==> config.mk <==
export PLATFORM = sky130hd
export DESIGN_NAME = uart_tx_mmio
export DESIGN_NICKNAME = d
export VERILOG_FILES = /design/src/rtl/uart_tx_mmio.sv
export SDC_FILE = /design/constraint.sdc
export NUM_CORES = 1
export LEC_CHECK = 0
export ABC_AREA = 1
export CORE_MARGIN = 1.5
export CORE_UTILIZATION = 39
export DETAILED_ROUTE_END_ITERATION = 7
export PLACE_DENSITY = 0.67
export SETUP_SLACK_MARGIN = 0.02
export SYNTH_ARGS = -nofsm -noshare
export SYNTH_HDL_FRONTEND = slang
export SYNTH_SLANG_ARGS = --single-unit
==> constraint.sdc <==
create_clock -name clk -period 2.6 [get_ports clk]
set_clock_uncertainty 0.15 [all_clocks]
set_input_delay 0.52 -clock clk [delete_from_list [all_inputs] [get_ports clk]]
set_output_delay 0.52 -clock clk [all_outputs]
set_load 0.01 [all_outputs]
==> src/rtl/uart_tx_mmio.sv <==
// Memory-mapped 8N1 UART transmitter: bus stores queue bytes in a TX FIFO,
// a shift FSM serialises them, and STATUS/CTRL plus a level TX-empty irq are exposed.
module uart_tx_mmio #(
  parameter int          CLK_HZ     = 50_000_000,
  parameter int          BAUD       = 115_200,
  parameter int          FIFO_DEPTH = 16,
  parameter logic [63:0] BASE_ADDR  = 64'h8000_0000
) (
  input  logic        clk,
  input  logic        reset,
  input  logic [63:0] bus_address,
  input  logic [63:0] bus_write_data,
  input  logic        bus_write_enable,
  input  logic        bus_read_enable,
  output logic [63:0] bus_read_data,
  output logic        uart_txd,
  output logic        tx_irq
);
  localparam int CLKS_PER_BIT = CLK_HZ / BAUD;
  localparam int AW = $clog2(FIFO_DEPTH);
  localparam int CW = AW + 1;
  localparam int BW = $clog2(CLKS_PER_BIT);

  localparam logic [1:0] ST_IDLE  = 2'd0;
  localparam logic [1:0] ST_START = 2'd1;
  localparam logic [1:0] ST_DATA  = 2'd2;
  localparam logic [1:0] ST_STOP  = 2'd3;

  logic [7:0]    mem [FIFO_DEPTH];
  logic [AW-1:0] wr_ptr, rd_ptr;
  logic [CW-1:0] count;
  logic [1:0]    state;
  logic [BW-1:0] baud_cnt;
  logic [2:0]    bit_idx;
  logic [7:0]    shift;
  logic          overflow, irq_en;

  logic        hit, wr_hit, rd_hit;
  logic [1:0]  sel;
  logic        empty, full, busy, baud_end;
  logic        pop, push_req, push, drop;
  logic [63:0] status_word, rd_mux;

  logic unused_bits;
  assign unused_bits = ^{bus_write_data[63:8], bus_address[2:0]};

  assign hit    = (bus_address[63:5] == BASE_ADDR[63:5]);
  assign sel    = bus_address[4:3];
  assign wr_hit = bus_write_enable & hit;
  assign rd_hit = bus_read_enable & hit;

  assign empty    = (count == '0);
  assign full     = (count == CW'(FIFO_DEPTH));
  assign busy     = (state != ST_IDLE);
  assign baud_end = (baud_cnt == BW'(CLKS_PER_BIT - 1));

  // The stop-bit end edge may load the next byte directly, so frames abut.
  assign pop      = ~empty & ((state == ST_IDLE) | ((state == ST_STOP) & baud_end));
  assign push_req = wr_hit & (sel == 2'd0);
  assign push     = push_req & (~full | pop);
  assign drop     = push_req & full & ~pop;

  assign tx_irq = irq_en & empty & ~busy;

  always_ff @(posedge clk) begin
    if (push) mem[wr_ptr] <= bus_write_data[7:0];
  end

  always_ff @(posedge clk or negedge reset) begin
    if (!reset) begin
      wr_ptr <= '0;
      rd_ptr <= '0;
      count  <= '0;
    end else begin
      if (push) wr_ptr <= wr_ptr + AW'(1);
      if (pop)  rd_ptr <= rd_ptr + AW'(1);
      case ({push, pop})
        2'b10:   count <= count + CW'(1);
        2'b01:   count <= count - CW'(1);
        default: count <= count;
      endcase
    end
  end

  always_ff @(posedge clk or negedge reset) begin
    if (!reset) begin
      state    <= ST_IDLE;
      uart_txd <= 1'b1;
      baud_cnt <= '0;
      bit_idx  <= '0;
      shift    <= '0;
    end else begin
      case (state)
        ST_IDLE: begin
          if (pop) begin
            shift    <= mem[rd_ptr];
            uart_txd <= 1'b0;
            baud_cnt <= '0;
            state    <= ST_START;
          end else begin
            uart_txd <= 1'b1;
          end
        end
        ST_START: begin
          if (baud_end) begin
            baud_cnt <= '0;
            bit_idx  <= '0;
            uart_txd <= shift[0];
            state    <= ST_DATA;
          end else begin
            baud_cnt <= baud_cnt + BW'(1);
          end
        end
        ST_DATA: begin
          if (baud_end) begin
            baud_cnt <= '0;
            if (bit_idx == 3'd7) begin
              uart_txd <= 1'b1;
              state    <= ST_STOP;
            end else begin
              bit_idx  <= bit_idx + 3'd1;
              shift    <= shift >> 1;
              uart_txd <= shift[1];
            end
          end else begin
            baud_cnt <= baud_cnt + BW'(1);
          end
        end
        ST_STOP: begin
          if (baud_end) begin
            baud_cnt <= '0;
            if (pop) begin
              shift    <= mem[rd_ptr];
              uart_txd <= 1'b0;
              state    <= ST_START;
            end else begin
              state <= ST_IDLE;
            end
          end else begin
            baud_cnt <= baud_cnt + BW'(1);
          end
        end
        default: begin
          state    <= ST_IDLE;
          uart_txd <= 1'b1;
        end
      endcase
    end
  end

  always_comb begin
    status_word          = '0;
    status_word[0]       = full;
    status_word[1]       = empty;
    status_word[2]       = busy;
    status_word[3]       = overflow;
    status_word[8 +: CW] = count;
  end

  always_comb begin
    rd_mux = '0;
    case (sel)
      2'd1:    rd_mux = status_word;
      2'd2:    rd_mux[0] = irq_en;
      default: rd_mux = '0;
    endcase
  end

  // Same-edge read and write: the mux sees pre-edge register values.
  always_ff @(posedge clk or negedge reset) begin
    if (!reset) begin
      bus_read_data <= '0;
      overflow      <= 1'b0;
      irq_en        <= 1'b0;
    end else begin
      if (rd_hit) bus_read_data <= rd_mux;
      if (drop) overflow <= 1'b1;
      else if (wr_hit && sel == 2'd1 && bus_write_data[3]) overflow <= 1'b0;
      if (wr_hit && sel == 2'd2) irq_en <= bus_write_data[0];
    end
  end
endmodule

Word level (Yosys, flattened, before mapping)
Memory sizes are Yosys's and may differ from the RTL's. Cells that the tools add are included.

Add/sub/neg operators: 6. $mul: 0. Divide/modulo/power cells: 0. $lt $le $gt $ge: 0. Equal/unequal tests: 18. Shift operators: 0. Mux-type cells: 33. Bitwise operators: 16. Reduce and logical (&&, ||, !) cells: 16.

Operators with widths (count): $eq 59x27->1 const B (1); $mux 8 (4); $pmux 8 s3 (1); $mux 9 (2); $pmux 9 s2 (1); $ne 2x2->1 const B (7); $mux 12 (1); $reduce_and 4->1 (3); $mux 1 (11); $and 1x1->1 (10); $mux 2 (5); $pmux 5 s2 (1); $add 9x1->9 const B (1); $eq 9x9->1 const B (1); $mux 3 (3); $add 4x1->4 const B (2); $eq 2x2->1 const B (4); $pmux 2 s4 (1); $reduce_bool 2->1 (4); $eq 2x1->1 const B (3); $pmux 3 s2 (1); $add 5x1->5 const B (1); $eq 5x5->1 const B (1); $logic_not 5->1 (1); 12 further kinds (19).

Flip-flop bits (word level): 102. Bits in latches: 0. Bits in writable memories: 128. ROM bits: 0. Input port bits: 132. Output and inout port bits: 66. Logic and storage cells: 101. Memories: 1.

Memory list: mem (depth 16, bits a word 8, read ports 1, clocked after Yosys merged registers in 0, write ports 1, RTL line 29) `logic [7:0] mem [FIFO_DEPTH];`.

Depth between registers and ports, before layout
Depth in word-level cells: 8. Mapped depth: 18. Depth with buffers taken out: 18.

Least setup slack after synthesis
OpenSTA, ideal clock, no wires.

Kind: input port to flip-flop. Start point: in bus_address[60]. End point: reg count[4]. Setup time: 0.123 ns. Arrival: 2.472 ns. Required time: 2.327 ns. Slack: -0.145 ns. Cell stages on the path: 16. Cell sequence: nor2_1 -> nand2_1 -> nor2_1 -> nand2_1 -> nor2_2 -> nand2_2 -> nor2_8 -> nand3_4 -> ha_1 -> xor2_1 -> ha_1 -> o21ai_0 -> nor2_1 -> nand2_1 -> nand3_1 -> xor2_1.

Word-level cells in the longest chain between the ends: 6. Elaborated cells between the ends (all ways): 8.

Ends and longest elaborated chain: start: declaration (RTL line 11) `input logic [63:0] bus_address,`; $eq 59x27->1 * (RTL line 47) `assign hit = (bus_address[63:5] == BASE_ADDR[63:5]);`; $and 1x1->1 * (RTL line 49) `assign wr_hit = bus_write_enable & hit;`; $and 1x1->1 * (RTL line 59) `assign push_req = wr_hit & (sel == 2'd0);`; $and 1x1->1 * (RTL line 60) `assign push = push_req & (~full | pop);`; $eq 2x1->1 / $eq 2x2->1 (equally long branches) (RTL line 77) `case ({push, pop})`; $pmux 5 s2 / $reduce_bool 2->1 (equally long branches); end signal: assignment (RTL line 78) `2'b10: count <= count + CW'(1);`; end signal: assignment (RTL line 79) `2'b01: count <= count - CW'(1);`; end signal: assignment (RTL line 80) `default: count <= count;`; end: declaration (RTL line 31) `logic [CW-1:0] count;`.

Mark *: on every way between the ends. The rest lies on a longest branch, timed or not. A chain may end at the register's enable or synchronous reset.

Worst setup path in the final report
Start point: reg baud_cnt[1]. End point: reg count[4].

Word-level cells in the longest chain between the ends: 8. Elaborated cells between the ends (all ways): 10.

Ends and longest elaborated chain: start: declaration (RTL line 33) `logic [BW-1:0] baud_cnt;`; start signal: assignment (RTL line 111) `baud_cnt <= baud_cnt + BW'(1);`; start signal: assignment (RTL line 126) `baud_cnt <= baud_cnt + BW'(1);`; start signal: assignment (RTL line 140) `baud_cnt <= baud_cnt + BW'(1);`; $eq 9x9->1 * (RTL line 55) `assign baud_end = (baud_cnt == BW'(CLKS_PER_BIT - 1));`; $and 1x1->1 * (RTL line 58) `assign pop = ~empty & ((state == ST_IDLE) | ((state == ST_STOP) & baud_end));`; $or 1x1->1 * (RTL line 58); $and 1x1->1 * (RTL line 58); $or 1x1->1 (RTL line 60); $and 1x1->1 (RTL line 60); $eq 2x1->1 / $eq 2x2->1 (equally long branches) (RTL line 77); $pmux 5 s2 / $reduce_bool 2->1 (equally long branches).

Marks and branches as above.

==> flow_metrics.env <==
export IMPL_finalSetupViolCount=0
export IMPL_numPortBuffers=83
export IMPL_insertion_delay_ps=440
export IMPL_ys_warnings_count=0
export IMPL_clkPwrFrac=0.429
export IMPL_fin_crit_ps=2520
export IMPL_die_area_mm2=0.0228
export IMPL_ys_ff_latch=175
export IMPL_layout_drive_gt1_share=0.148
export IMPL_cts_sinks=175
export IMPL_nFillCells=1882
export IMPL_crit_fanout=4
export IMPL_cp_data_required_time_ps=2770
export IMPL_hold_viol_final=0
export IMPL_pin_count=198
export IMPL_synth_cells=844
export IMPL_dp_cells=1220
export IMPL_synth_most_common_cell="nor2_1"
export IMPL_ctsHoldBuffers=0
export IMPL_max_cap_violations=0
export IMPL_coreArea_mm2=0.0212
export IMPL_slew_viol_final=0
export IMPL_crit_arrival_ps=2690
export IMPL_swShare=0.214
export IMPL_synth_area_leaders="edfxtp_1 45%, dfrtp_1 13%, nor2_1 7.3%, nand2_1 5.8%, buf_4 4.8%"
export IMPL_regArea_mm2=0.00502
export IMPL_grt_ovfl_total=0
export IMPL_num_vias=6165
export IMPL_clock_fmax_mhz=396
export IMPL_crit_reg2reg_launch="baud_cnt[1]$_DFFE_PN0N_"
export IMPL_antennaDiodeCount=0
export IMPL_power_leakage_nw=4.68
export IMPL_hp_class="in2async"
export IMPL_grt_max_degree=44
export IMPL_syn_area_mm2=0.00853
export IMPL_worst_setup_path_start_kind="flip-flop"
export IMPL_criticalPathCategory="reg2reg"
export IMPL_seq_area_frac_synth=0.589
export IMPL_crit_start="baud_cnt[1]$_DFFE_PN0N_"
export IMPL_htreeDepth=4
export IMPL_routed_wl_um=18600
export IMPL_ys_async_sr_fraction=0.269
export IMPL_status="completed"
export IMPL_first_pass_iters=5
export IMPL_antenna_found_initial=0
export IMPL_drt_iter0_drc=589
export IMPL_rows=53
export IMPL_vdd_ir_drop_worst_mv=0.452
export IMPL_fin_nets=1129
export IMPL_endpoint="count[4]$_DFFE_PN0P_"
export IMPL_reg2regPathDepth=17
export IMPL_clk_pin_slew_ps=60
export IMPL_synth_distinct_cells=45
export IMPL_power_mw=5.64
export IMPL_grt_total_usage=0.169
export IMPL_pwr_share_comb=0.039
export IMPL_final_cells=1264
export IMPL_internal_power_mw=4.43
export IMPL_wl_per_cell_um=14.7
export IMPL_worstMarginPinSlew_ps=808
export IMPL_synth_flop_cell="edfxtp_1"
export IMPL_die_w_um=151
export IMPL_reg2reg_slack_ps=80
export IMPL_rsz0062_at_grt="yes"
export IMPL_clockBufferDepth=2
export IMPL_syn_avg_cell_area_um2=10.1
export IMPL_end_kind="flip-flop"
export IMPL_grt_pass1_vias=5702
export IMPL_yosys_area_top_type="edfxtp_1"
export IMPL_grt_pass1_wl_um=29200
export IMPL_timing_final_crit_share=0.971
export IMPL_synth_top_cell_area_share=0.451
export IMPL_cts_buffers=17
export IMPL_synth_top_cells_by_count="165 x nor2_1, 131 x nand2_1, 128 x edfxtp_1, 81 x o21ai_0, 55 x buf_4"
export IMPL_cts_root_buffer="clkbuf_16"
export IMPL_area_growth_syn_to_layout_pct=24.6
export IMPL_antenna_left=0
export IMPL_cts_tree="done"
export IMPL_initial_utilization=0.402
export IMPL_routabilityCongestion=0.773
export IMPL_viasPerCell=4.88
export IMPL_synth_edf_count=128
export IMPL_p_per_area_mw_per_mm2=530
export IMPL_drcViolationCount=0
export IMPL_switchingPower_mw=1.21
export IMPL_multi_input_area_mm2=0.00311
export IMPL_p_seq_frac=0.532
export IMPL_die_h_um=151
export IMPL_dp_hpwl_um=12000
export IMPL_r2r_end="count[4]$_DFFE_PN0P_"
export IMPL_maxSlewHeadroom=0.462
layer usage:
metal	vias up	track usage	part of all wire	wire length [µm]
li1	3018	-	-	-
met3	19	0.0301	0.053	990
met4	0	0.0524	0.016	291
met5	-	0	0	0
met2	215	0.282	0.49	9180
met1	2913	0.224	0.44	8160
critical path: stages, from the launching register on:
cell     delay [ps]
dfrtp_1         390
inv_2            90
ha_4            130
nand2_4          50
nor2_4          140
nand3_4         100
nand2_2         100
nand2_4          60
nand2_4          70
nand3_4          90
ha_4            190
xor2_2          150
ha_2            180
o21ai_2         140
nor2_1           50
nand2_1          80
nand3_2          80
xor2_1          150
flip-flops by register name, summed over array words and instances (netlist names):
name,cells
count,5
baud_cnt,9
bus_read_data,9
overflow,1
wr_ptr,4
state,2
uart_txd,1
rd_ptr,4
shift,8
mem,128
irq_en,1
bit_idx,3
logic make-up (layout without fill, tap and decap cells):
logic type                 count (synthesis)  after routing  synth area share
adders and majority gates                 21             21            0.0308
AOI/OAI and AO/OA                        127            127            0.0849
xor gates and xnor gates                  11             11            0.0113
other                                      1             55          0.000440
DFF                                      175            175             0.589
and+or+nand+nor                          377            379             0.197
buffers and inverters                    132            221            0.0875
power by group through the flow:
| stage | Sequential, mW | Combinational (mW) | Clock, mW |
|---|---|---|---|
| 2_1_floorplan | 3.06 | 0.121 | 0 |
| 3_3_place_gp | 3.06 | 0.225 | 0 |
| 3_5_place_dp | 3.06 | 0.227 | 0 |
| 4_1_cts | 3.00 | 0.228 | 2.46 |
| 5_1_grt | 3.00 | 0.246 | 2.57 |
| 6_report | 3.00 | 0.218 | 2.42 |
cell type report:
cell class                 count  area share
sequential                   175       0.472
clock buffer                  18      0.0404
inverter                      46      0.0162
multi-input combinational    593       0.292
clock inverter                14      0.0121
timing repair buffer         143       0.134
tap                          275      0.0324
worst min path at each step:
stage / to / slack, ps
after global placement: overflow$_DFFE_PN0P_ / 310
after detailed placement: shift[2]$_DFFE_PN0P_ / 320
after floorplan: baud_cnt[0]$_DFFE_PN0N_ / 70
after global routing: baud_cnt[2]$_DFFE_PN0N_ / 100
final: baud_cnt[3]$_DFFE_PN0N_ / 30
after CTS: baud_cnt[2]$_DFFE_PN0N_ / 50
metrics by stage:
stage,utilization,instance area (µm²),setup slack [ps],hold slack [ps],TNS (ps)
finish,0.501,10600,76.0,27.3,0
global route,0.501,10600,-76.3,96.2,-115
CTS,0.490,10400,22.2,45.6,0
detailed placement,0.459,9750,-461,316,-32230
global placement,0.459,9750,-435,306,-29470
floorplan,-,8760,1.75,74.4,0
layout by cell type (no fill, tap or decap), types with 3 or more instances in the layout:
cell	n
nand2_1	130
nor2_1	161
nor3_1	6
dlymetal6s2s_1	55
inv_6	7
nand2_2	4
clkinv_1	4
nand4_1	6
dfrtp_1	44
inv_2	8
o21ai_0	77
inv_1	36
nand3_1	39
nor2_2	8
clkdlybuf4s50_1	26
xor2_1	8
nand4_4	4
nor2_4	4
ha_1	16
o21ai_1	4
nand2_4	5
o211ai_1	23
ha_2	3
buf_4	58
clkbuf_16	17
nand3_4	3
a21oi_1	12
edfxtp_1	128
conb_1	55
nand3_2	4
what timing repair did:
action,4_1_cts,5_1_grt
gates cloned,0,2
buffers inserted,10,3
setup endpoints to repair,3,108
gates resized for setup,5,80
pin swaps,5,37
Note: power is estimated with default switching activity, not from simulation.
